## src/rtl/vga_seq_pkg.sv

```systemverilog
// vga_seq_pkg: screen mode encodings, default hold times and display saturation limit
package vga_seq_pkg;
    localparam logic [1:0] MODE_IDLE  = 2'd0;
    localparam logic [1:0] MODE_COIN  = 2'd1;
    localparam logic [1:0] MODE_VEND  = 2'd2;
    localparam logic [1:0] MODE_ERROR = 2'd3;

    localparam int DEF_COIN_FRAMES  = 30;
    localparam int DEF_VEND_FRAMES  = 120;
    localparam int DEF_ERROR_FRAMES = 90;
    localparam int DEF_FLASH_FRAMES = 15;

    localparam logic [7:0] DISP_MAX = 8'd99;

    function automatic logic [7:0] sat_disp(input logic [7:0] v);
        return (v > DISP_MAX) ? DISP_MAX : v;
    endfunction
endpackage

```

## src/rtl/vga_screen_sequencer_frame_timer.sv

```systemverilog
// frame_timer: loadable down-counter that steps on frame ticks and stops at zero
module frame_timer #(
    parameter int W = 8
) (
    input  logic         clk,
    input  logic         rst_n,
    input  logic         load,
    input  logic         tick,
    input  logic [W-1:0] load_val,
    output logic         zero
);
    logic [W-1:0] count;

    // load has priority over a tick; the count holds at zero instead of wrapping
    always_ff @(posedge clk or negedge rst_n) begin
        if (!rst_n)
            count <= '0;
        else if (load)
            count <= load_val;
        else if (tick && count != '0)
            count <= count - 1'b1;
    end

    assign zero = (count == '0);
endmodule

```

## src/rtl/vga_screen_sequencer.sv

```systemverilog
// vga_screen_sequencer: frame-timed screen selection with request priority; VGA_SEQ_FLASH_EN enables error flashing
module vga_screen_sequencer
    import vga_seq_pkg::*;
#(
    parameter int COIN_FRAMES  = DEF_COIN_FRAMES,
    parameter int VEND_FRAMES  = DEF_VEND_FRAMES,
    parameter int ERROR_FRAMES = DEF_ERROR_FRAMES,
    parameter int FLASH_FRAMES = DEF_FLASH_FRAMES
) (
    input  logic       clk,
    input  logic       rst_n,
    input  logic       frame_tick,
    input  logic       req_coin,
    input  logic       req_vend,
    input  logic       req_error,
    input  logic [7:0] credit,
    input  logic [7:0] price,
    output logic [1:0] screen_mode,
    output logic       ack_coin,
    output logic       ack_vend,
    output logic       ack_error,
    output logic [7:0] disp_credit,
    output logic [7:0] disp_price,
    output logic       flash_on,
    output logic       busy
);
    localparam int MAX_FRAMES = (COIN_FRAMES > VEND_FRAMES)
        ? ((COIN_FRAMES > ERROR_FRAMES) ? COIN_FRAMES : ERROR_FRAMES)
        : ((VEND_FRAMES > ERROR_FRAMES) ? VEND_FRAMES : ERROR_FRAMES);
    localparam int CW = $clog2(MAX_FRAMES + 1);
    localparam logic [CW-1:0] COIN_LOAD  = CW'(COIN_FRAMES - 1);
    localparam logic [CW-1:0] VEND_LOAD  = CW'(VEND_FRAMES - 1);
    localparam logic [CW-1:0] ERROR_LOAD = CW'(ERROR_FRAMES - 1);

    // bit order everywhere: {error, vend, coin}
    logic [2:0]    pend, clr, grant_q, ack_q;
    logic [1:0]    hp_mode, mode_next;
    logic [CW-1:0] load_val;
    logic          any_pend, grant, cnt_zero;

    assign any_pend = |pend;
    assign hp_mode  = pend[2] ? MODE_ERROR : pend[1] ? MODE_VEND : pend[0] ? MODE_COIN : MODE_IDLE;
    // encodings are priority-ordered, so >= covers idle entry, preemption and same-mode reload
    assign grant    = frame_tick && any_pend && (hp_mode >= screen_mode || cnt_zero);
    assign clr      = grant ? {hp_mode == MODE_ERROR, hp_mode == MODE_VEND, hp_mode == MODE_COIN} : 3'b000;
    assign load_val = (hp_mode == MODE_ERROR) ? ERROR_LOAD : (hp_mode == MODE_VEND) ? VEND_LOAD : COIN_LOAD;
    assign mode_next = grant ? hp_mode : (frame_tick && cnt_zero) ? MODE_IDLE : screen_mode;

    frame_timer #(.W(CW)) u_timer (
        .clk      (clk),
        .rst_n    (rst_n),
        .load     (grant),
        .tick     (frame_tick),
        .load_val (load_val),
        .zero     (cnt_zero)
    );

    // pending bits (a new request beats a same-cycle grant), mode, two-stage ack pipe, frame-stable display
    always_ff @(posedge clk or negedge rst_n) begin
        if (!rst_n) begin
            pend        <= 3'b000;
            screen_mode <= MODE_IDLE;
            grant_q     <= 3'b000;
            ack_q       <= 3'b000;
            disp_credit <= 8'd0;
            disp_price  <= 8'd0;
        end else begin
            pend        <= {req_error, req_vend, req_coin} | (pend & ~clr);
            screen_mode <= mode_next;
            grant_q     <= clr;
            ack_q       <= grant_q;
            if (frame_tick) begin
                disp_credit <= sat_disp(credit);
                disp_price  <= sat_disp(price);
            end
        end
    end

    assign ack_coin  = ack_q[0];
    assign ack_vend  = ack_q[1];
    assign ack_error = ack_q[2];
    assign busy      = (screen_mode != MODE_IDLE) || any_pend;

`ifdef VGA_SEQ_FLASH_EN
    localparam int FW = $clog2(FLASH_FRAMES + 1);
    localparam logic [FW-1:0] FLASH_LOAD = FW'(FLASH_FRAMES - 1);

    logic err_entry, flash_zero;

    assign err_entry = grant && (hp_mode == MODE_ERROR);

    frame_timer #(.W(FW)) u_flash (
        .clk      (clk),
        .rst_n    (rst_n),
        .load     (frame_tick && (err_entry || flash_zero)),
        .tick     (frame_tick),
        .load_val (FLASH_LOAD),
        .zero     (flash_zero)
    );

    // flash phase restarts lit on every error grant and is held lit outside the error screen
    always_ff @(posedge clk or negedge rst_n) begin
        if (!rst_n)
            flash_on <= 1'b1;
        else if (mode_next != MODE_ERROR || err_entry)
            flash_on <= 1'b1;
        else if (frame_tick && flash_zero)
            flash_on <= ~flash_on;
    end
`else
    assign flash_on = 1'b1;
`endif
endmodule

```

## config.mk

```make
export PLATFORM = sky130hd
export DESIGN_NAME = vga_screen_sequencer
export DESIGN_NICKNAME = d
export VERILOG_FILES = /design/src/rtl/vga_seq_pkg.sv /design/src/rtl/vga_screen_sequencer_frame_timer.sv /design/src/rtl/vga_screen_sequencer.sv
export SDC_FILE = /design/constraint.sdc
export NUM_CORES = 1
export LEC_CHECK = 0
export BUFFER_PORTS_ARGS = -buffer_cell sky130_fd_sc_hd__buf_2
export CAP_MARGIN = 20
export CORE_MARGIN = 4
export CORE_UTILIZATION = 39
export CTS_BUF_LIST = sky130_fd_sc_hd__clkbuf_2 sky130_fd_sc_hd__clkbuf_4 sky130_fd_sc_hd__clkbuf_8
export DETAILED_ROUTE_END_ITERATION = 12
export PLACE_DENSITY = 0.62
export SYNTH_ARGS = -nofsm -noshare
export SYNTH_HDL_FRONTEND = slang
export SYNTH_SLANG_ARGS = --single-unit
```

## constraint.sdc

```tcl
create_clock -name clk -period 2.7 [get_ports clk]
set_input_delay 0.54 -clock clk [delete_from_list [all_inputs] [get_ports clk]]
set_output_delay 0.54 -clock clk [all_outputs]
set_load 0.05 [all_outputs]
```

==> results_dict.tcl <==
set metrics [dict create \
    outcome "finished, final reports clean" \
    multi_input_area_um2 559 \
    worst_pin_slew_ns 0.732 \
    via_count 1235 \
    final_cell_mix "43 x buf_2, 34 x dfrtp_1, 17 x inv_1" \
    die_h_um 70.4 \
    die_w_um 70.4 \
    cts_resized 0 \
    hpwl_um 2390 \
    htreeDepth 2 \
    worstSetupPathType "flop to flop" \
    whs_ns 0.315 \
    antenna_found_initial 0 \
    clkTransAtPathRegs_ns 0.07 \
    syn_area_per_cell_um2 9.87 \
    regArea_um2 851 \
    drive_gt1_share_pct 28.8 \
    grt_max_degree 35 \
    yosys_warnings 0 \
    max_stage_delay_ns 0.47 \
    port_buffers 43 \
    r2r_cells 8 \
    clkLatencyLatePin_ns 0.28 \
    synth_top_cell_by_area "dfrtp_1" \
    drt-initial-drc-count 48 \
    ys_seq_area_share_pct 56.0 \
    fp-row-count 22 \
    fin_nets 222 \
    post-route-drc-count 0 \
    syn-cell-area_um2 1520 \
    grt_pass1_wl_um 5510 \
    via_per_inst 5.02 \
    cts_tree "yes" \
    finalWirelength_um 3230 \
    drt-pass1-iter-count 4 \
    grt_use_total_pct 14.2 \
    crit_arrival_ns 2.66 \
    period_minus_slack_ns 2.49 \
    reg2reg_slack_ns 0.21 \
    cts.path.max_buffers 2 \
    async_flop_share_pct 100 \
    synth-main-ff-cell "dfrtp_1" \
    fp.coreArea_um2 3720 \
    ios 45 \
    area_delta_synth_final_pct 22.3 \
    initial_utilization_pct 40.9 \
    fmax_mhz 401 \
    synth_area_leaders "dfrtp_1 56%, inv_1 4.2%, o21ai_0 4.0%, nor2_1 3.7%, a21oi_1 3.3%" \
    r2r-end "u_timer.count[5]" \
    diodes 0 \
    syn_nets 179 \
    slowest_stage "or3_1" \
    synth_edf_count 0 \
    place.gp.congestion 0.775 \
    cts_root_buf "clkbuf_8" \
    slew_viol_final 0 \
    hold_buffers 0 \
    crit_path_start_kind "flop" \
    crit_end "u_timer.count[5]" \
    power_mw 1.56 \
    maxSlewHeadroom_pct 51.2 \
    holdCritPathClass "primary input to asynchronous set/reset pin" \
    rsz0062_at_grt "false" \
    setup_tns_ns 0 \
    ir_drop_uv 370 \
    cp-startpoint "pend[0]" \
    p_per_area_nw_per_um2 838 \
    final_common_cell "buf_2" \
    finalCritPeriodShare_pct 92.3 \
    p_leak_nw 0.900 \
    fillers 351 \
    numCtsBuffers 5 \
    cts_setup_buffers 0 \
    grt_pass1_vias 1205 \
    critPathRequiredTime_ns 2.87 \
    wl_per_cell_um 13.1 \
    synthCells 154 \
    r2r-start "pend[0]" \
    synth_top_area_share_pct 56.0 \
    ys_ff_latch 34 \
    cp_max_fo 12 \
    ant_nets 0 \
    setup_viol 0 \
    synth.distinct_cells 34 \
    clock_sinks 34 \
    path_cells "or3_1, nand2_1, ha_1, nand2b_1, a21oi_1, a21o_1, mux2i_1, o22a_1" \
    grt_overflow_total 0 \
    finClkSkew_ns 0.00234 \
    worstSetupEndpointType "flop" \
    die_area_um2 4960 \
    hold_viol 0 \
    drv_cap 0 \
]
-- worst min path at each step --
stage	slack, ns	to	cells after the start	start
finish	0.32	ack_q[0]	1	rst_n
global route	0.36	ack_q[0]	0	grant_q[0]
floorplan	0.24	ack_q[0]	0	rst_n
global placement	0.33	ack_q[0]	0	grant_q[0]
detailed placement	0.34	ack_q[1]	0	grant_q[1]
CTS	0.34	pend[0]	1	rst_n
-- synthesized netlist by cell type, types with 2 or more instances --
library cell and instances:
a211oi_1 2, ha_1 3, o22a_1 2, nor3_1 2, a21oi_1 10, dfrtp_1 34, nand2b_1 4, a31oi_1 7
clkbuf_1 6, o21ai_0 12, nand2_1 7, inv_1 17, and2_1 2, mux2i_1 2, nand3_1 6, nor2b_1 2
or3_1 5, nor2_1 15
-- kinds of logic after synthesis --
kind of cell	Yosys count	share of synthesized area, %
xor+xnor	1	0.576
flops	34	56.0
simple gates	47	15.6
fa+ha+maj	3	2.47
mux	2	1.32
buf+inv	26	7.24
compound gates	40	16.6
other cells	1	0.247
-- through the flow --
stage | instance area [um2] | setup WS, ns | std cells | util [%]
2_1_floorplan | 1520 | 0.444 | 154 | -
3_3_place_gp | 1760 | 0.400 | 238 | 47.5
3_5_place_dp | 1760 | 0.256 | 238 | 47.5
4_1_cts | 1860 | 0.252 | 246 | 50.0
5_1_grt | 1860 | 0.0813 | 246 | 50.0
6_report | 1860 | 0.209 | 246 | 50.0
-- registers in the layout, indices dropped and copies added, names as in the netlist --
name,count
grant_q,3
screen_mode,2
pend,3
ack_q,3
disp_credit,8
disp_price,8
u_timer.count,7
-- routing by layer --
| layer | GRT usage, % | vias up | part of all wire [%] |
|---|---|---|---|
| li1 | - | 603 | - |
| met1 | 17.4 | 596 | 42 |
| met2 | 21.8 | 31 | 49 |
| met3 | 5.18 | 5 | 6.3 |
| met4 | 7.23 | 0 | 2.0 |
| met5 | 0 | - | 0 |
-- area by class of cell --
class	count	area share (%)
inverter	17	3.43
sequential	34	45.8
multi-input combinational	94	30.1
timing repair buffer	45	12.4
tap	48	3.23
clock inverter	1	0.269
clock buffer	7	4.85
-- worst max-delay path, delay by kind of cell (launching register included) --
kind,cells,cell delay (ns)
adders and majority gates,1,0.22
muxes,1,0.13
AOI/OAI and AO/OA,3,0.91
DFF,1,0.39
and+or+nand+nor,3,0.71
-- power by group --
part / total [mW] / internal, mW / switching (mW)
clock network: 0.387 / 0.215 / 0.172
logic: 0.485 / 0.156 / 0.329
registers: 0.686 / 0.607 / 0.0786
No activity file was read; power rests on OpenSTA's default activity.
